**src/rtl/instr_seq_exec.sv**
```systemverilog
// Instruction fetch/execute sequencer: fetches 32-bit words from a synchronous ROM,
// issues I2C bus commands over valid/ready, and runs delay, irq-wait, jump and halt.
module instr_seq_exec #(
  parameter int          ADDR_W     = 8,
  parameter int unsigned START_ADDR = 0,
  parameter int          DLY_W      = 24
) (
  input  logic              clk,
  input  logic              rst,
  input  logic              start,
  output logic [ADDR_W-1:0] rom_addr,
  input  logic [31:0]       rom_data,
  output logic              cmd_valid,
  input  logic              cmd_ready,
  output logic              cmd_rd,
  output logic [23:0]       cmd_word,
  input  logic              cmd_done,
  input  logic              cmd_err,
  input  logic [7:0]        cmd_rdata,
  output logic [7:0]        rd_data,
  output logic              rd_valid,
  input  logic              irq,
  output logic              busy,
  output logic              halted,
  output logic              error,
  output logic [ADDR_W-1:0] err_pc
);

  typedef enum logic [2:0] {
    S_IDLE, S_FETCH, S_DECODE, S_ISSUE, S_WAIT_DONE, S_DELAY, S_WAIT_IRQ, S_HALTED
  } state_e;

  typedef enum logic [3:0] {
    OP_NOP = 4'h0, OP_WRITE = 4'h1, OP_READ = 4'h2, OP_DELAY = 4'h3,
    OP_WAIT_IRQ = 4'h4, OP_JUMP = 4'h5, OP_HALT = 4'hF
  } op_e;

  localparam logic [ADDR_W-1:0] START_PC = ADDR_W'(START_ADDR);

  state_e             state_q, state_d;
  logic [ADDR_W-1:0]  pc_q, pc_d;
  logic               cmd_valid_q, cmd_valid_d;
  logic               cmd_rd_q, cmd_rd_d;
  logic [23:0]        cmd_word_q, cmd_word_d;
  logic [7:0]         rd_data_q, rd_data_d;
  logic               rd_valid_q, rd_valid_d;
  logic               error_q, error_d;
  logic [ADDR_W-1:0]  err_pc_q, err_pc_d;
  logic [DLY_W-1:0]   dly_q, dly_d;
  logic               irq_s1_q, irq_s2_q;

  logic [3:0]         opcode;
  logic [ADDR_W-1:0]  pc_inc;
  logic               unused_rom_bits;

  assign opcode          = rom_data[31:28];
  assign pc_inc          = pc_q + ADDR_W'(1);
  assign unused_rom_bits = ^rom_data[27:24];

  always_comb begin
    state_d     = state_q;
    pc_d        = pc_q;
    cmd_valid_d = cmd_valid_q;
    cmd_rd_d    = cmd_rd_q;
    cmd_word_d  = cmd_word_q;
    rd_data_d   = rd_data_q;
    rd_valid_d  = 1'b0;
    error_d     = error_q;
    err_pc_d    = err_pc_q;
    dly_d       = dly_q;
    case (state_q)
      S_IDLE, S_HALTED: begin
        if (start) begin
          pc_d    = START_PC;
          error_d = 1'b0;
          state_d = S_FETCH;
        end
      end
      S_FETCH: state_d = S_DECODE;
      S_DECODE: begin
        case (opcode)
          OP_NOP: begin
            pc_d    = pc_inc;
            state_d = S_FETCH;
          end
          OP_WRITE, OP_READ: begin
            cmd_word_d  = rom_data[23:0];
            cmd_rd_d    = (opcode == OP_READ);
            cmd_valid_d = 1'b1;
            state_d     = S_ISSUE;
          end
          OP_DELAY: begin
            dly_d = rom_data[DLY_W-1:0];
            if (rom_data[DLY_W-1:0] == '0) begin
              pc_d    = pc_inc;
              state_d = S_FETCH;
            end else begin
              state_d = S_DELAY;
            end
          end
          OP_WAIT_IRQ: state_d = S_WAIT_IRQ;
          OP_JUMP: begin
            pc_d    = rom_data[ADDR_W-1:0];
            state_d = S_FETCH;
          end
          OP_HALT: state_d = S_HALTED;
          default: begin
            error_d  = 1'b1;
            err_pc_d = pc_q;
            state_d  = S_HALTED;
          end
        endcase
      end
      S_ISSUE: begin
        if (cmd_ready) begin
          cmd_valid_d = 1'b0;
          state_d     = S_WAIT_DONE;
        end
      end
      S_WAIT_DONE: begin
        if (cmd_done) begin
          if (cmd_err) begin
            error_d  = 1'b1;
            err_pc_d = pc_q;
            state_d  = S_HALTED;
          end else begin
            if (cmd_rd_q) begin
              rd_data_d  = cmdRdataSel(cmd_rdata);
              rd_valid_d = 1'b1;
            end
            pc_d    = pc_inc;
            state_d = S_FETCH;
          end
        end
      end
      S_DELAY: begin
        // <=1 rather than ==1 so a zero count can never stall the sequencer
        if (dly_q <= DLY_W'(1)) begin
          dly_d   = '0;
          pc_d    = pc_inc;
          state_d = S_FETCH;
        end else begin
          dly_d = dly_q - DLY_W'(1);
        end
      end
      S_WAIT_IRQ: begin
        if (irq_s2_q) begin
          pc_d    = pc_inc;
          state_d = S_FETCH;
        end
      end
      default: state_d = S_IDLE;
    endcase
  end

  function automatic logic [7:0] cmdRdataSel(input logic [7:0] b);
    return b;
  endfunction

  always_ff @(posedge clk or posedge rst) begin
    if (rst) begin
      state_q     <= S_IDLE;
      pc_q        <= START_PC;
      cmd_valid_q <= 1'b0;
      cmd_rd_q    <= 1'b0;
      cmd_word_q  <= '0;
      rd_data_q   <= '0;
      rd_valid_q  <= 1'b0;
      error_q     <= 1'b0;
      err_pc_q    <= '0;
      dly_q       <= '0;
      irq_s1_q    <= 1'b0;
      irq_s2_q    <= 1'b0;
    end else begin
      state_q     <= state_d;
      pc_q        <= pc_d;
      cmd_valid_q <= cmd_valid_d;
      cmd_rd_q    <= cmd_rd_d;
      cmd_word_q  <= cmd_word_d;
      rd_data_q   <= rd_data_d;
      rd_valid_q  <= rd_valid_d;
      error_q     <= error_d;
      err_pc_q    <= err_pc_d;
      dly_q       <= dly_d;
      irq_s1_q    <= irq;
      irq_s2_q    <= irq_s1_q;
    end
  end

  // pc is itself a flop, so it is presented to the ROM directly
  assign rom_addr  = pc_q;
  assign cmd_valid = cmd_valid_q;
  assign cmd_rd    = cmd_rd_q;
  assign cmd_word  = cmd_word_q;
  assign rd_data   = rd_data_q;
  assign rd_valid  = rd_valid_q;
  assign error     = error_q;
  assign err_pc    = err_pc_q;
  assign halted    = (state_q == S_HALTED);
  assign busy      = (state_q != S_IDLE) && (state_q != S_HALTED);

endmodule

```
**config.mk**
```make
export PLATFORM = sky130hd
export DESIGN_NAME = instr_seq_exec
export DESIGN_NICKNAME = d
export VERILOG_FILES = /design/src/rtl/instr_seq_exec.sv
export SDC_FILE = /design/constraint.sdc
export NUM_CORES = 1
export LEC_CHECK = 0
export CELL_PAD_IN_SITES_DETAIL_PLACEMENT = 0
export CELL_PAD_IN_SITES_GLOBAL_PLACEMENT = 1
export CORE_MARGIN = 2
export CORE_UTILIZATION = 30
export DETAILED_ROUTE_END_ITERATION = 8
export PLACE_DENSITY = 0.65
export SETUP_SLACK_MARGIN = 0.2
export SLEW_MARGIN = 25
export SYNTH_ARGS = -nofsm -noshare
export SYNTH_HDL_FRONTEND = slang
export SYNTH_SLANG_ARGS = --single-unit
```
**constraint.sdc**
```tcl
create_clock -name clk -period 7.9 [get_ports clk]
set_clock_uncertainty 0.15 [all_clocks]
set_input_delay 1.185 -clock clk [delete_from_list [all_inputs] [get_ports clk]]
set_output_delay 1.185 -clock clk [all_outputs]
set_load 0.05 [all_outputs]
```
==> impl_metrics.yaml <==
logic_synthesis:
  synth_most_common_cell: "dfrtp_1"
  synth_flop_cell: "dfrtp_1"
  synth_cells: 418
  yosys_warnings: 0
  synth_edf_count: 0
  syn_area_per_cell_sq_um: 10.22
  syn_nets: 468
  yosys.cell_types.count: 58
  ys_seq_area_share_pct: 47.45
  ys_ff_latch: 81
  yosys.area.top_type: "dfrtp_1"
  synth_top_area_share_pct: 47.45
  synth-async-reset-ratio_pct: 100.0
  synth_commonest_cells: "81 x dfrtp_1, 38 x o21ai_0, 36 x mux2_2"
  synth_area_sq_um: 4272
  synth.area.top_cells: "dfrtp_1 47%, mux2_2 9.5%, o21ai_0 4.5%"
timing:
  setup_viol: 0
  fin_crit_ns: 3.777
  hold_viol: 0
  post-route-period-util_pct: 47.82
  slew_headroom_pct: 35.87
  rsz0062_at_grt: "false"
  tns_ns: 0
  worst_pin_slew_ns: 0.9546
  drv_slew: 0
  fmaxAchievable_mhz: 264.7
power:
  power_frac_comb_pct: 52.9
  intPower_w: 0.001265
  cellLeakagePower_nw: 2.306
  seq_power_share_pct: 31.0
  vdd_drop_max_uv: 131.7
  switchingPower_w: 0.001158
  clockPowerShare_pct: 16.0
  p_total_w: 0.002423
  power.density_nw_per_um2: 426.4
  p_sw_share_pct: 47.78
cells_and_area:
  final_area_sq_um: 5683
  drive_gt1_share_pct: 13.56
  area_growth_pct: 33.04
  antenna_cells: 0
  layout.nets: 554
critical_path:
  r2r_setup_slack_ns: 4.73
  arrival_ns: 3.85
  r2r_cells: 5
  start_kind: "input pin"
  max_stage_delay_ns: 0.64
  path_max_fanout: 11
  crit_chain: "clkdlybuf4s50_1 -> or4_1 -> o211ai_1 -> nand2_1 -> or4_1 -> mux2_4"
  path_depth: 6
  cp_num_buf_inv: 1
  crit_path_end_kind: "flip-flop"
  path_class: "input pin to flip-flop"
  crit_path_top_delay_cell: "or4_1"
  crit_required_ns: 7.97
  critical-path-top-delay-family: "simple AND/OR/NAND/NOR gates"
  path_common_cell: "or4_1"
grt:
  antenna_found_initial: 0
  grt_overflow_total: 0
  grt_max_degree: 65
  grt_pass1_vias: 3590
  track_usage_pct: 17.07
  grt_pass1_wl_um: 19910
run:
  maxCapViolCount: 0
route:
  drc_errors: 0
  drt-total-wl_um: 12550
  drt_iter0_drc: 339
  viasPerCell: 5.464
  firstDrtPassIters: 4
  antenna_left: 0
  wl_per_cell_um: 18.22
  vias: 3765
placed_design:
  hpwlAfterDp_um: 8987
  dpl-instance-area_sq_um: 5401
  io_buffers: 96
  place_congestion: 0.7823
clock_network:
  cts_tree: "yes"
  clock_latency_ns: 0.34
  cts_setup_buffers: 0
  cts_resized: 0
  hold_buffers: 0
  path_clk_slew_ns: 0.06
  htreeDepth: 3
  clock_sinks: 81
  cts.path.max_buffers: 2
  cts_inserted_buffers: 9
  cts_root_buf: "clkbuf_16"
die:
  dieArea_sq_um: 15210
  num_rows: 43
  start_util_pct: 30.77
  die_x_um: 123.3
  die_y_um: 123.3
  num_io_pins: 101
  core_sq_um: 13880
worst_hold_path:
  hold_class: "flip-flop to flip-flop"
  min_path_cells: 0
run_status:
  status: "complete, no violations"
## final timing paths
| path | from | end |
|---|---|---|
| worst max-delay path | rom_data[29] | rom_addr[0]$_DFFE_PP0P_ |
| worst min-delay path | irq_s1_q$_DFF_PP0_ | irq_s2_q$_DFF_PP0_ |
| worst max register to register | state_q[1]$_DFFE_PP0P_ | rom_addr[0]$_DFFE_PP0P_ |
| worst min register to register | irq_s1_q$_DFF_PP0_ | irq_s2_q$_DFF_PP0_ |
| max in group asynchronous | rst | dly_q[3]$_DFFE_PP0P_ |
| min in group asynchronous | rst | cmd_word[15]$_DFFE_PP0P_ |
## through the flow
step | cells | util (%) | setup WS (ns) | hold WS (ns)
global placement | 673 | 38.86 | 3.813 | 0.1872
CTS | 689 | 40.90 | 4.134 | 0.2098
finish | 689 | 40.94 | 4.123 | 0.2036
detailed placement | 673 | 38.91 | 3.789 | 0.1902
global route | 689 | 40.94 | 4.012 | 0.2271
floorplan | 418 | - | 4.485 | 0.1812
## layout by cell type (no fill, tap or decap), types with 6 or more instances in the layout
cell / synthesis / layout
o2bb2ai_1: 6 / 6
inv_1: 20 / 19
nand3_1: 9 / 9
clkbuf_16: 0 / 9
o211ai_1: 7 / 7
and4_1: 6 / 6
nor3_1: 12 / 12
a32oi_1: 15 / 15
o21ai_0: 38 / 38
mux2_2: 36 / 36
nor4_1: 11 / 11
nand2_1: 31 / 31
nor2_1: 20 / 19
a21oi_1: 14 / 14
dfrtp_1: 81 / 81
o41ai_1: 8 / 8
clkdlybuf4s50_1: 0 / 96
## kinds of logic (layout without fill, tap and decap cells)
logic type / after synthesis / in the layout / share of synthesized area, %
AOI/OAI and AO/OA: 128 / 128 / 20.80
and+or+nand+nor: 120 / 120 / 15.96
DFF: 81 / 81 / 47.45
buffers and inverters: 45 / 136 / 4.071
muxes: 39 / 39 / 10.43
adders and majority gates: 3 / 3 / 0.8788
xor gates and xnor gates: 2 / 2 / 0.4102
## per-layer routing
metal	share of wire, %	track usage (%)
met5	0	0
met4	1.3	5.327
met3	4.5	3.229
met2	49	27.85
met1	45	22.87
## sequential cells by signal (all words and copies together) (netlist names), 3 cells and up
signal / flops
cmd_word: 24
dly_q: 24
err_pc: 8
rd_data: 8
rom_addr: 8
state_q: 3
## power groups by stage
stage	Clock (W)	Combinational [W]	Sequential [W]
after CTS	0.000402	0.00129	0.000748
after floorplan	0	0.000563	0.00106
final	0.000389	0.00128	0.000752
after detailed placement	0	0.00129	0.000754
after global placement	0	0.00127	0.000749
after global routing	0.000420	0.00137	0.000777
## layout make-up
type / count / area (sq um)
inverter: 20 / 76.32
sequential: 81 / 2027
fill: 1359 / 8198
clock inverter: 4 / 28.78
tap: 180 / 225.2
clock buffer: 12 / 246.5
timing repair buffer: 100 / 991.0
multi-input combinational: 292 / 2088
(Power assumes the default switching activity.)
